File: src/rtl/addr_mode1_imm_encoder.sv
// Iterative ARM Addressing Mode 1 immediate encoder: one rotation tested per cycle.
// Define IMM_ENC_INVERT_EN to also search ~value (MVN/BIC form) after a failed direct search.
module addr_mode1_imm_encoder (
  input  logic        clk,
  input  logic        rst_n,
  input  logic        req_valid,
  input  logic [31:0] req_value,
  output logic        req_ready,
  output logic        resp_valid,
  input  logic        resp_ready,
  output logic        resp_found,
  output logic [11:0] resp_imm12,
  output logic        resp_carry,
  output logic        resp_inverted
);

  typedef enum logic [1:0] {StIdle, StSearch, StDone} state_e;

  state_e      state_q, state_d;
  logic [31:0] val_q, val_d;
  logic [3:0]  r_q, r_d;
  logic        found_q, found_d;
  logic [11:0] imm12_q, imm12_d;
  logic        carry_q, carry_d;

  logic [31:0] src;
  logic [4:0]  rot;
  logic [31:0] cand;
  logic        hit;
  logic        give_up;

`ifdef IMM_ENC_INVERT_EN
  logic p_q, p_d;
  logic inverted_q, inverted_d;
  assign src = p_q ? ~val_q : val_q;
`else
  assign src = val_q;
`endif

  // Left-rotate by 2*r; a shift of 32 yields zero, so r=0 passes src unchanged.
  assign rot  = {r_q, 1'b0};
  assign cand = (src << rot) | (src >> (6'd32 - {1'b0, rot}));
  assign hit  = (cand[31:8] == 24'd0);

  always_comb begin
    state_d = state_q;
    val_d   = val_q;
    r_d     = r_q;
    found_d = found_q;
    imm12_d = imm12_q;
    carry_d = carry_q;
    give_up = 1'b0;
`ifdef IMM_ENC_INVERT_EN
    p_d        = p_q;
    inverted_d = inverted_q;
`endif
    unique case (state_q)
      StIdle: begin
        if (req_valid) begin
          val_d   = req_value;
          r_d     = 4'd0;
`ifdef IMM_ENC_INVERT_EN
          p_d     = 1'b0;
`endif
          state_d = StSearch;
        end
      end
      StSearch: begin
        if (hit) begin
          found_d = 1'b1;
          imm12_d = {r_q, cand[7:0]};
          carry_d = (r_q != 4'd0) & src[31];
`ifdef IMM_ENC_INVERT_EN
          inverted_d = p_q;
`endif
          state_d = StDone;
        end else if (r_q != 4'd15) begin
          r_d = r_q + 4'd1;
        end else begin
`ifdef IMM_ENC_INVERT_EN
          if (!p_q) begin
            p_d = 1'b1;
            r_d = 4'd0;
          end else begin
            give_up = 1'b1;
          end
`else
          give_up = 1'b1;
`endif
        end
        if (give_up) begin
          found_d = 1'b0;
          imm12_d = 12'd0;
          carry_d = 1'b0;
`ifdef IMM_ENC_INVERT_EN
          inverted_d = 1'b0;
`endif
          state_d = StDone;
        end
      end
      StDone: begin
        if (resp_ready) state_d = StIdle;
      end
      default: state_d = StIdle;
    endcase
  end

  always_ff @(posedge clk or negedge rst_n) begin
    if (!rst_n) begin
      state_q <= StIdle;
      val_q   <= 32'd0;
      r_q     <= 4'd0;
      found_q <= 1'b0;
      imm12_q <= 12'd0;
      carry_q <= 1'b0;
    end else begin
      state_q <= state_d;
      val_q   <= val_d;
      r_q     <= r_d;
      found_q <= found_d;
      imm12_q <= imm12_d;
      carry_q <= carry_d;
    end
  end

`ifdef IMM_ENC_INVERT_EN
  always_ff @(posedge clk or negedge rst_n) begin
    if (!rst_n) begin
      p_q        <= 1'b0;
      inverted_q <= 1'b0;
    end else begin
      p_q        <= p_d;
      inverted_q <= inverted_d;
    end
  end
  assign resp_inverted = inverted_q;
`else
  assign resp_inverted = 1'b0;
`endif

  assign req_ready  = (state_q == StIdle);
  assign resp_valid = (state_q == StDone);
  assign resp_found = found_q;
  assign resp_imm12 = imm12_q;
  assign resp_carry = carry_q;

endmodule

File: config.mk
export PLATFORM = sky130hd
export DESIGN_NAME = addr_mode1_imm_encoder
export DESIGN_NICKNAME = d
export VERILOG_FILES = /design/src/rtl/addr_mode1_imm_encoder.sv
export SDC_FILE = /design/constraint.sdc
export NUM_CORES = 1
export LEC_CHECK = 0
export CAP_MARGIN = 10
export CORE_ASPECT_RATIO = 0.9
export CORE_MARGIN = 2
export CORE_UTILIZATION = 45
export CTS_BUF_LIST = sky130_fd_sc_hd__clkbuf_8 sky130_fd_sc_hd__clkbuf_16
export CTS_CLUSTER_DIAMETER = 40
export DETAILED_ROUTE_END_ITERATION = 8
export PLACE_DENSITY_LB_ADDON = 0.25
export SYNTH_ARGS = -nofsm -noshare
export SYNTH_HDL_FRONTEND = slang
export SYNTH_SLANG_ARGS = --single-unit
File: constraint.sdc
create_clock -name clk -period 7.9 [get_ports clk]
set_clock_uncertainty 0.15 [all_clocks]
set_input_delay 1.58 -clock clk [delete_from_list [all_inputs] [get_ports clk]]
set_output_delay 1.58 -clock clk [all_outputs]
set_load 0.02 [all_outputs]
; ---- Yosys cells after proc, flatten, opt, wreduce, memory -nomap -nowiden
; Cells that the tools add are included.
[word_totals]
regBits = 52
latchBits = 0
ramBits = 0
romBits = 0
input_bits = 36
mem_count = 0
[op_classes]
add_sub_neg = 2
multipliers = 0
div_mod_pow = 0
magnitude_cmp = 0
eq_ne = 8
shift = 2
mux = 18
n_bitwise = 2
reduce_logical = 9
[op_table]
columns = operator, n
row1 = $or A32 B32 Y32, 1
row2 = $shl A32 B5 Y32, 1
row3 = $shr A32 B6 Y32, 1
row4 = $logic_not A24 Y1, 1
row5 = $mux W12, 2
row6 = $mux W4, 3
row7 = $mux W2, 4
row8 = $pmux W4 S2, 1
row9 = $mux W1, 7
row10 = $ne A2 B2 Y1 const B, 3
row11 = $pmux W2 S3, 1
row12 = $sub A6 B5 Y6 const A, 1
row13 = $add A4 B1 Y4 const B, 1
row14 = $ne A4 B4 Y1 const B, 1
row15 = $reduce_and A2 Y1, 2
row16 = $reduce_and A4 Y1, 1
row17 = $reduce_bool A2 Y1, 2
row18 = $reduce_bool A4 Y1, 1
row19 = $ne A3 B3 Y1 const B, 1
row20 = $reduce_and A3 Y1, 1
row21 = $eq A2 B1 Y1 const B, 1
row22 = $eq A2 B2 Y1 const B, 1
row23 = $logic_not A2 Y1, 1
row24 = $ne A2 B1 Y1 const B, 1
row25 = $and A1 B1 Y1, 1

; ---- Depth between registers and ports, before layout
; Gate-level depths: netlist (run 1).
[depth]
ltp_word = 8
mapped_depth = 16
depth_no_buf = 10

; ---- Worst setup path after synthesis (run 1)
; No wires, ideal clock.
[synth_timing]
kind = reg-to-reg
startpoint = register r_q[0]
endpoint = register imm12_q[1] (netlist: resp_imm12[1])
setup_time_ns = 0.121
t_arrival_ns = 3.247
required_time_ns = 7.629
slack_ns = 4.382
path_stages_with_launch = 15
path_buffers = 4
path_cell_list = dfrtp_1 -> buf_6 -> buf_6 -> inv_1 -> buf_2 -> ha_1 -> or3_1 -> a21o_1 -> a221oi_2 -> nand2_1 -> a221oi_1 -> o211ai_2 -> a21o_1 -> buf_6 -> a22o_1
[synth_between]
elab_chain_len = 8
[synth_rtl]
columns = item, line_no
row1 = start: declaration, 21  ; logic [3:0] r_q, r_d;
row2 = start signal: assignment, 119  ; r_q <= r_d;
row3 = $sub A6 B5 Y6, 42  ; assign cand = (src << rot) | (src >> (6'd32 - {1'b0, rot}));
row4 = $shr A32 B6 Y32, 42
row5 = $or A32 B32 Y32, 42
row6 = $logic_not A24 Y1, 43  ; assign hit = (cand[31:8] == 24'd0);
row7 = $mux W1, 69  ; if (hit) begin
row8 = $mux W1, 57  ; unique case (state_q)
row9 = $reduce_bool A2 Y1 (no line), -
row10 = $reduce_and A2 Y1 (no line), -
row11 = end signal: assignment, 121  ; imm12_q <= imm12_d;
row12 = end: declaration, 23  ; logic [11:0] imm12_q, imm12_d;
; Parallel ways exist; a longest one is shown, timed or not. The select of a mux whose other input is x is not followed.
; A chain may end at the register's enable or synchronous reset.

; ---- Worst setup path in the final report (run 1)
[layout_timing]
startpoint = register r_q[1]
endpoint = register imm12_q[10] (netlist: resp_imm12[10])
; Same word-level chain as after synthesis.

==> results.ini, run 1 <==
[clock_network]
clockBufferDepth = 2
cts.sinks = 52
post_cts_resize_count = 0
htree_num_levels = 2
cts_buffers = 5
root_buffer = clkbuf_8
postCtsSetupRepairBufs = 0
clk_latency_ns = 0.32
clk_pin_slew_worst_paths_ns = 0.10
cts_tree = built
postCtsHoldBufs = 0

[power]
p_sw_share_pct = 50.06
pwr-share-clk_pct = 6.9
seqPwrFrac_pct = 25.8
p_int_w = 0.001144
p_leak_nw = 1.932
ir_worst_vdd_mv = 0.2186
powerDensity_nw_per_um2 = 511.1
switchingPower_w = 0.001147
comb_power_share_pct = 67.4

[worst_setup_path]
worstSetupPathDepth = 11
rr_worst_depth = 11
cpLargestDelayFamily = compound AO/OA/AOI/OAI gates
path_buf_inv = 2
cp-start-kind = flop
cp_max_fo = 26
critPathRequiredTime_ns = 7.97
crit_path_end_kind = flop
cp_slowest_stage_delay_ns = 1.07
critPathKind = flop to flop
path_cells = inv_1 > ha_1 > buf_4 > mux2i_1 > mux2_2 > and3_1 > a311oi_1 > a221oi_1 > o211ai_2 > a21o_1 > a22o_2
cp_slowest_cell = ha_1
worstPathArrival_ns = 4.86

[routing]
post_drt_wl_per_cell_um = 16.95
met3WireLength_um = 542
drt-initial-drc-count = 242
drc = 0
highest_layer = met4
ant_nets = 0
dr_wl_met2_um = 4404
viasPerCell = 5.810
drt_wl_total_um = 9816
met1_length_um = 4712
dr.pass1.iters = 5
via_count = 3364

[logic_synthesis]
synth_warnings = 0
ys_seq_area_share_pct = 33.60
ys_top_cells_by_area = dfrtp_1 (34%), nand2_1 (11%), mux4_2 (8.7%)
syn_avg_cell_area_um2 = 9.048
synthCells = 428
syn-num-nets = 466
synth_top_cell_area_share_pct = 33.60
synth.distinct_cells = 61
synth-edff-count = 0
synth.cell_area_um2 = 3872
ys_seq_elements = 52
synth-main-ff-cell = dfrtp_1
synth_async_sr_flop_share_pct = 100.0
yosysTopAreaCell = dfrtp_1

[place]
hpwl_um = 6830
gp_congestion = 0.9872
portBuffers = 51
post-place-cells = 570
place_ws_ns = 3.133

[timing]
slew_violations = 0
hold_viol = 0
post-route-worst-setup-slack_ns = 3.108
timing.slew.headroom_pct = 29.96
fin_crit_sh_pct = 60.66
finalCriticalPeriod_ns = 4.792
setup_violations = 0
setup-tns-final_ns = 0
rsz0062_at_grt = no
max_freq_mhz = 208.7
worst_slew_pin_slew_ns = 1.051

[outcome]
status = complete, no violations

[floorplan]
core_um2 = 8448
initial_core_util_pct = 45.84
core.rowCount = 32
die_w_um = 101.8
boundaryPins = 53
die-area_um2 = 9365
dieHeight_um = 92.01

[final_layout]
area_growth_pct = 15.77
fin_cells = 579
nets = 497
drive_gt1_share_pct = 11.96
diodes = 0

[grt]
grt_pass1_vias = 3000
grtUsageTotal_pct = 21.46
grt_max_degree = 62
grt_pass1_wl_um = 15880
grt.overflow.total = 0
grt_antenna_before_repair = 0

[flow_run]
cap_violations = 0

[min_path]
hold_class = flop to flop
holdPathStages = 1

[layer usage]
metal	vias up	global-route usage, %
met5	-	0
met4	0	5.968
met3	18	3.125
met2	117	31.80
met1	1615	32.49
li1	1614	-
[synthesized netlist by cell type (all sizes together) (7+ instances only)]
master / instances
mux4: 17
nand2: 110
buf: 18
nor3: 12
clkbuf: 17
nor2: 27
mux2i: 30
o211ai: 8
a21oi: 16
a31oi: 8
o21ai: 14
dfrtp: 52
o2bb2ai: 7
a211oi: 7
[placed cells by master (no fill, tap or decap), types with 3 or more instances in the layout]
cell type,count
a211oi_1,6
a21oi_1,16
a22o_2,3
a31oi_1,8
and2_1,4
and3_1,4
buf_4,7
clkbuf_8,5
clkdlybuf4s50_1,50
dfrtp_1,51
inv_1,6
mux2_2,6
mux2i_1,30
mux4_2,15
nand2_1,110
nand2b_1,5
nand3_1,4
nor2_1,27
nor3_1,8
nor3_2,4
nor3b_1,3
nor4_1,4
nor4b_1,3
o211ai_1,6
o21ai_0,14
o22ai_1,5
o2bb2ai_1,7
[worst paths after layout]
| path | startpoint | to | slack [ns] |
|---|---|---|---|
| min reg2reg | resp_imm12[2]$_DFFE_PN0P_ | resp_imm12[2]$_DFFE_PN0P_ | 0.35 |
| min | resp_imm12[2]$_DFFE_PN0P_ | resp_imm12[2]$_DFFE_PN0P_ | 0.35 |
| max reg2reg | r_q[1]$_DFFE_PN0P_ | resp_imm12[10]$_DFFE_PN0P_ | 3.11 |
| max in group asynchronous | rst_n | r_q[0]$_DFFE_PN0P_ | 5.92 |
| max | r_q[1]$_DFFE_PN0P_ | resp_imm12[10]$_DFFE_PN0P_ | 3.11 |
| min in group asynchronous | rst_n | resp_imm12[1]$_DFFE_PN0P_ | 1.21 |
[registers in the layout, indices dropped and copies added, names as in the netlist]
register    flops
state_q         2
resp_imm12     12
resp_found      1
resp_carry      1
src            32
r_q             4
[layout make-up]
type | instances | area, um^2
sequential | 52 | 1303
fill | 799 | 3965
tap | 119 | 148.9
clock inverter | 3 | 23.77
multi-input combinational | 335 | 2344
clock buffer | 5 | 68.82
timing repair buffer | 59 | 573.1
inverter | 6 | 22.52
[per-stage QoR]
step | total power, W | util (%) | cell area, um^2 | hold WS [ns]
2_1_floorplan | 0.001763 | - | 3872 | 0.3554
3_3_place_gp | 0.002101 | 51.79 | 4375 | 0.3271
3_5_place_dp | 0.002111 | 51.79 | 4375 | 0.3276
4_1_cts | 0.002277 | 52.89 | 4468 | 0.3554
5_1_grt | 0.002474 | 53.07 | 4483 | 0.3788
6_report | 0.002291 | 53.07 | 4483 | 0.3528
[worst reg2reg max path: stages, from the launching register on]
cell and delay (ns):
dfrtp_1 0.80, inv_1 0.30, ha_1 1.07, buf_4 0.42, mux2i_1 0.31, mux2_2 0.21
and3_1 0.17, a311oi_1 0.09, a221oi_1 0.36, o211ai_2 0.18, a21o_1 0.34, a22o_2 0.32
[power groups by stage]
stage / Sequential (W) / Clock, W / Combinational, W
finish: 0.000590 / 0.000158 / 0.00154
detailed placement: 0.000589 / 0 / 0.00152
global placement: 0.000588 / 0 / 0.00151
floorplan: 0.000497 / 0 / 0.00127
CTS: 0.000584 / 0.000164 / 0.00153
global route: 0.000611 / 0.000174 / 0.00169
[cells by family after synthesis]
kind of cell / synth area share (%)
AND/OR/NAND/NOR: 21.78
AO/OA/AOI/OAI: 17.74
multiplexers: 19.58
flip-flops: 33.60
buffers and inverters: 5.880
XOR/XNOR: 0.6786
adder cells (fa/ha/maj): 0.6461
other: 0.09684
No activity file was read; power rests on OpenSTA's default activity.
==> run 2, diff against run 1 <==
==> constraint.sdc (replaced) <==
create_clock -name clk -period 4.5 [get_ports clk]
set_clock_uncertainty 0.15 [all_clocks]
set_input_delay 0.9 -clock clk [delete_from_list [all_inputs] [get_ports clk]]
set_output_delay 0.9 -clock clk [all_outputs]
set_load 0.02 [all_outputs]
==> run 2 against run 1 <==
Sequential power up 69%. Non-clock buffer count up 3. Utilization up 0.81 points. Register-to-register slack worse by 2.4 ns. Flip-flop and latch count unchanged. Worst setup slack worse by 2.4 ns. Clock power up 120%. Final area up 1.5%. Routed wire length up 0.64%. Maximum frequency up 26%. Largest power group unchanged.
==> results.ini, run 2 (synthesis results as in run 1) <==
[grt]
grt.overflow.total = 0  ; unchanged
grt_pass1_vias = 3235  ; was 3,000
grt_pass1_wl_um = 16520  ; was 15,880 um
grtUsageTotal_pct = 22.09  ; was 21.46%
grt_max_degree = 62  ; unchanged
grt_antenna_before_repair = 0  ; unchanged

[worst_setup_path]
cp-start-kind = flop  ; unchanged
worstPathArrival_ns = 3.85  ; was 4.86 ns
crit_path_end_kind = flop  ; unchanged
cp_max_fo = 61  ; was 26
critPathKind = flop to flop  ; unchanged
critPathRequiredTime_ns = 4.54  ; was 7.97 ns

[flow_run]
cap_violations = 0  ; unchanged

[clock_network]
cts_tree = built  ; unchanged
clk_latency_ns = 0.30  ; was 0.32 ns
clk_pin_slew_worst_paths_ns = 0.09  ; was 0.10 ns
cts.sinks = 52  ; unchanged
htree_num_levels = 2  ; unchanged
postCtsSetupRepairBufs = 0  ; unchanged
cts_buffers = 5  ; unchanged
clockBufferDepth = 2  ; unchanged
post_cts_resize_count = 0  ; unchanged
root_buffer = clkbuf_8  ; unchanged
postCtsHoldBufs = 0  ; unchanged

[routing]
dr.pass1.iters = 5  ; unchanged
post_drt_wl_per_cell_um = 16.97  ; was 16.95 um
viasPerCell = 5.849  ; was 5.810
via_count = 3404  ; was 3,364
drt-initial-drc-count = 210  ; was 242
drc = 0  ; unchanged
drt_wl_total_um = 9879  ; was 9816 um
ant_nets = 0  ; unchanged

[timing]
timing.slew.headroom_pct = 52.29  ; was 29.96%
rsz0062_at_grt = no  ; unchanged
setup_violations = 0  ; unchanged
finalCriticalPeriod_ns = 3.801  ; was 4.792 ns
fin_crit_sh_pct = 84.47  ; was 60.66%
setup-tns-final_ns = 0  ; unchanged
post-route-worst-setup-slack_ns = 0.6989  ; was 3.108 ns
slew_violations = 0  ; unchanged
worst_slew_pin_slew_ns = 0.7157  ; was 1.051 ns
holdWs_ns = 0.3473  ; was 0.3528 ns
max_freq_mhz = 263.1  ; was 208.7 MHz
hold_viol = 0  ; unchanged

[outcome]
status = complete, no violations  ; unchanged

[final_layout]
postLayoutCoreUtil_pct = 53.88  ; was 53.07%
drive_gt1_share_pct = 12.53  ; was 11.96%
diodes = 0  ; unchanged
area_growth_pct = 17.54  ; was 15.77%
nets = 500  ; was 497
layout_common_cells = nand2_1 (110), dfrtp_1 (51), clkdlybuf4s50_1 (50)  ; unchanged
fill_cells = 786  ; was 799
final_common_cell = nand2_1  ; unchanged
largest_reg_flops = 32  ; unchanged

[floorplan]
boundaryPins = 53  ; unchanged
initial_core_util_pct = 45.84  ; unchanged
dieHeight_um = 92.01  ; unchanged
die_w_um = 101.8  ; unchanged
core.rowCount = 32  ; unchanged
die-area_um2 = 9365  ; unchanged
core_um2 = 8448  ; unchanged

[power]
seqPwrFrac_pct = 24.3  ; was 25.8%
ir_worst_vdd_mv = 0.3819  ; was 0.2186 mV
p_int_w = 0.002116  ; was 0.001144 W
p_sw_share_pct = 48.45  ; was 50.06%
pwr-share-clk_pct = 8.5  ; was 6.9%
powerDensity_nw_per_um2 = 902.1  ; was 511.1 nW/um^2
comb_power_share_pct = 67.2  ; was 67.4%
p_leak_nw = 1.977  ; was 1.932 nW
power.total_w = 0.004106  ; was 0.002291 W
switchingPower_w = 0.001990  ; was 0.001147 W

[min_path]
hold_class = flop to flop  ; unchanged

[place]
hpwl_um = 7189  ; was 6830 um
portBuffers = 51  ; unchanged
gp_congestion = 0.9025  ; was 0.9872
place_ws_ns = 0.7351  ; was 3.133 ns

-- run 2: cell types whose count changed in the layout (fill, tap and decap cells not counted), sizes merged --
cell / delta
clkbuf: +2
clkinvlp: -2
clkinv: -1
buf: +3
bufinv: +1
-- run 2: stage by stage --
stage	instance area [um^2]	std cells
3_5_place_dp	4398	573
4_1_cts	4524	581
6_report	4552	582
5_1_grt	4552	582
2_1_floorplan	3872	428
3_3_place_gp	4398	573
-- run 2: worst paths after layout --
check	start	end	slack, ns	cells past startpoint
worst max register to register	r_q[0]$_DFFE_PN0P_	resp_imm12[10]$_DFFE_PN0P_	0.70	9
max in group asynchronous	rst_n	r_q[0]$_DFFE_PN0P_	2.97	2
min in group asynchronous	rst_n	resp_imm12[4]$_DFFE_PN0P_	0.43	1
worst min-delay path	resp_imm12[7]$_DFFE_PN0P_	resp_imm12[7]$_DFFE_PN0P_	0.35	1
worst max-delay path	r_q[0]$_DFFE_PN0P_	resp_imm12[10]$_DFFE_PN0P_	0.70	9
worst min register to register	resp_imm12[7]$_DFFE_PN0P_	resp_imm12[7]$_DFFE_PN0P_	0.35	1
-- run 2: final cells by class --
| cell class | instances | area (um^2) | share of cell area, % |
|---|---|---|---|
| clock buffers | 7 | 96.34 | 2.117 |
| inverters | 6 | 22.52 | 0.4948 |
| well taps | 119 | 148.9 | 3.271 |
| clock inverters | 1 | 30.03 | 0.6597 |
| repair buffers | 62 | 608.1 | 13.36 |
| multi-input cells | 335 | 2344 | 51.48 |
| flip-flops and latches | 52 | 1303 | 28.61 |
-- run 2: per-layer routing --
layer	up-vias	global-route usage (%)	share of wire (%)
met3	9	2.973	5.6
met1	1668	33.24	47
met5	-	0	0
met4	0	3.941	0.75
li1	1619	-	-
met2	108	34.27	47
-- run 2: worst max-delay path, stage by stage, from the launching register on --
cell and delay (ns):
dfrtp_2 0.36, buf_4 0.56, nor3b_1 0.43, o211ai_1 0.16
a2111oi_1 0.68, a211oi_1 0.22, nor4_4 0.22, o211ai_2 0.19
a21o_1 0.35, a22o_2 0.33
-- run 2: power by group through the flow --
stage               clock network, W  logic (W)  registers [W]
global route                0.000385    0.00304        0.00104
detailed placement                 0    0.00272       0.000999
global placement                   0    0.00269       0.000993
finish                      0.000349    0.00276       0.000996
floorplan                          0    0.00222       0.000873
CTS                         0.000364    0.00273       0.000992
==> run 3, diff against run 2 <==
==> constraint.sdc (replaced) <==
create_clock -name clk -period 3.5 [get_ports clk]
set_clock_uncertainty 0.15 [all_clocks]
set_input_delay 0.7 -clock clk [delete_from_list [all_inputs] [get_ports clk]]
set_output_delay 0.7 -clock clk [all_outputs]
set_load 0.02 [all_outputs]
==> run 3 against run 2 <==
Sequential share of layout area about the same. Worst setup slack worse by 0.50 ns. Count of clock-buffer cells in the layout decreased by 2. Critical path type unchanged. Largest cell class unchanged.
==> results.ini, run 3 (synthesis results as in run 1) <==
[timing]
timing.slew.headroom_pct = 49.63  ; was 52.29%
finalCriticalPeriod_ns = 3.300  ; was 3.801 ns
max_freq_mhz = 303.0  ; was 263.1 MHz
hold_viol = 0  ; unchanged
rsz0062_at_grt = no  ; unchanged
slew_violations = 0  ; unchanged
setup-tns-final_ns = 0  ; unchanged
post-route-worst-setup-slack_ns = 0.1999  ; was 0.6989 ns
setup_violations = 0  ; unchanged
holdWs_ns = 0.2818  ; was 0.3473 ns
fin_crit_sh_pct = 94.29  ; was 84.47%
worst_slew_pin_slew_ns = 0.7555  ; was 0.7157 ns

[floorplan]
core_um2 = 8448  ; unchanged
die_w_um = 101.8  ; unchanged
dieHeight_um = 92.01  ; unchanged
boundaryPins = 53  ; unchanged
die-area_um2 = 9365  ; unchanged
initial_core_util_pct = 45.84  ; unchanged
core.rowCount = 32  ; unchanged

[final_layout]
drive_gt1_share_pct = 13.55  ; was 12.53%
final_common_cell = nand2_1  ; unchanged
nets = 502  ; was 500
layout_common_cells = nand2_1 (110), dfrtp_1 (51), clkdlybuf4s50_1 (50)  ; unchanged
area_growth_pct = 17.58  ; was 17.54%
final_area_um2 = 4553  ; was 4552 um^2
diodes = 0  ; unchanged
largest_reg_flops = 32  ; unchanged

[worst_setup_path]
crit_path_end_kind = flop  ; unchanged
worstPathArrival_ns = 3.38  ; was 3.85 ns
cp-start-kind = flop  ; unchanged
cp_max_fo = 14  ; was 61
critPathKind = flop to flop  ; unchanged
critPathRequiredTime_ns = 3.58  ; was 4.54 ns

[routing]
viasPerCell = 5.844  ; was 5.849
post_drt_wl_per_cell_um = 16.57  ; was 16.97 um
drt_wl_total_um = 9677  ; was 9879 um
via_count = 3413  ; was 3,404
ant_nets = 0  ; unchanged
drt-initial-drc-count = 284  ; was 210
drc = 0  ; unchanged
dr.pass1.iters = 7  ; was 5

[place]
place_ws_ns = 0.07910  ; was 0.7351 ns
gp_congestion = 0.8933  ; was 0.9025
portBuffers = 51  ; unchanged
postPlaceCellArea_um2 = 4452  ; was 4398 um^2
hpwl_um = 6941  ; was 7189 um

[clock_network]
cts_tree = built  ; unchanged
postCtsSetupRepairBufs = 0  ; unchanged
cts_buffers = 5  ; unchanged
clk_latency_ns = 0.32  ; was 0.30 ns
postCtsHoldBufs = 0  ; unchanged
clk_pin_slew_worst_paths_ns = 0.11  ; was 0.09 ns
htree_num_levels = 2  ; unchanged
root_buffer = clkbuf_8  ; unchanged
clockBufferDepth = 2  ; unchanged
cts.sinks = 52  ; unchanged

[power]
switchingPower_w = 0.002595  ; was 0.001990 W
p_int_w = 0.002680  ; was 0.002116 W
powerDensity_nw_per_um2 = 1159  ; was 902.1 nW/um^2
p_leak_nw = 1.967  ; was 1.977 nW
seqPwrFrac_pct = 24.0  ; was 24.3%
p_sw_share_pct = 49.19  ; was 48.45%
comb_power_share_pct = 68.9  ; was 67.2%
ir_worst_vdd_mv = 0.4258  ; was 0.3819 mV
pwr-share-clk_pct = 7.1  ; was 8.5%

[grt]
grt.overflow.total = 0  ; unchanged
grt_max_degree = 62  ; unchanged
use_met3_pct = 2.896  ; was 2.973%
grt_pass1_vias = 3083  ; was 3,235
met2_usage_pct = 32.02  ; was 34.27%
grt_pass1_wl_um = 15970  ; was 16,520 um
grtUsageMet1_pct = 32.75  ; was 33.24%
grtUsageTotal_pct = 21.43  ; was 22.09%
grt_antenna_before_repair = 0  ; unchanged
busiest_layer = met1  ; was met2

[outcome]
status = complete, no violations  ; unchanged

[min_path]
hold_class = input pin to asynchronous set/reset pin  ; was flop to flop

[flow_run]
cap_violations = 0  ; unchanged

==> run 3: changes by cell type in the layout (fill, tap and decap cells not counted), sizes merged <==
| cell | delta |
|---|---|
| buf | +2 |
| bufinv | -1 |
| clkbuf | -2 |
| clkinvlp | +1 |
| inv | +2 |
==> run 3: power by group through the flow <==
stage / logic (W) / clock network, W / registers (W)
floorplan: 0.00288 / 0 / 0.00112
global placement: 0.00354 / 0 / 0.00126
detailed placement: 0.00357 / 0 / 0.00127
CTS: 0.00359 / 0.000381 / 0.00126
global route: 0.00396 / 0.000408 / 0.00131
finish: 0.00363 / 0.000373 / 0.00127
==> run 3: cell type report <==
class	count	area (um^2)
Clock buffer	5	68.82
Clock inverter	3	25.02
Fill cell	804	3895
Inverter	6	22.52
Multi-Input combinational cell	335	2357
Sequential cell	52	1303
Tap cell	119	148.9
Timing Repair Buffer	64	628.1
==> run 3: layer usage <==
layer	vias to the layer above	share of wire (%)	wire length (um)
met5	-	0	0
li1	1630	-	-
met1	1657	47	4508
met3	14	5.9	568
met2	112	46	4445
met4	0	1.6	155
==> run 3: timing repair <==
item | CTS | global route
hold endpoints to repair | 0 | 0
endpoints found under the setup margin | 0 | 14
resized for setup | 0 | 2
==> run 3: critical path, cell delays in order, from the launching register on <==
cell	delay [ns]
dfrtp_2	0.43
inv_1	0.08
ha_2	0.34
or3_1	0.39
a21o_1	0.21
a221oi_2	0.34
nand2_1	0.11
a221oi_2	0.31
o211ai_2	0.18
a21o_1	0.34
a22o_2	0.31
==> run 3: path summary, 6_finish.rpt <==
check	cells past startpoint	from	slack, ns	end
worst max-delay path	10	r_q[0]$_DFFE_PN0P_	0.20	resp_imm12[9]$_DFFE_PN0P_
worst min-delay path	1	rst_n	0.28	src[0]$_DFFE_PN0P_
worst max register to register	10	r_q[0]$_DFFE_PN0P_	0.20	resp_imm12[9]$_DFFE_PN0P_
worst min register to register	1	resp_imm12[0]$_DFFE_PN0P_	0.35	resp_imm12[0]$_DFFE_PN0P_
max in group asynchronous	2	rst_n	2.19	src[13]$_DFFE_PN0P_
min in group clk	1	resp_imm12[0]$_DFFE_PN0P_	0.35	resp_imm12[0]$_DFFE_PN0P_
==> run 3: through the flow <==
stage	cells	util [%]	total power [W]
5_1_grt	584	53.90	0.005681
3_5_place_dp	576	52.70	0.004844
6_report	584	53.90	0.005275
3_3_place_gp	576	52.70	0.004794
2_1_floorplan	428	-	0.003998
4_1_cts	584	53.81	0.005234
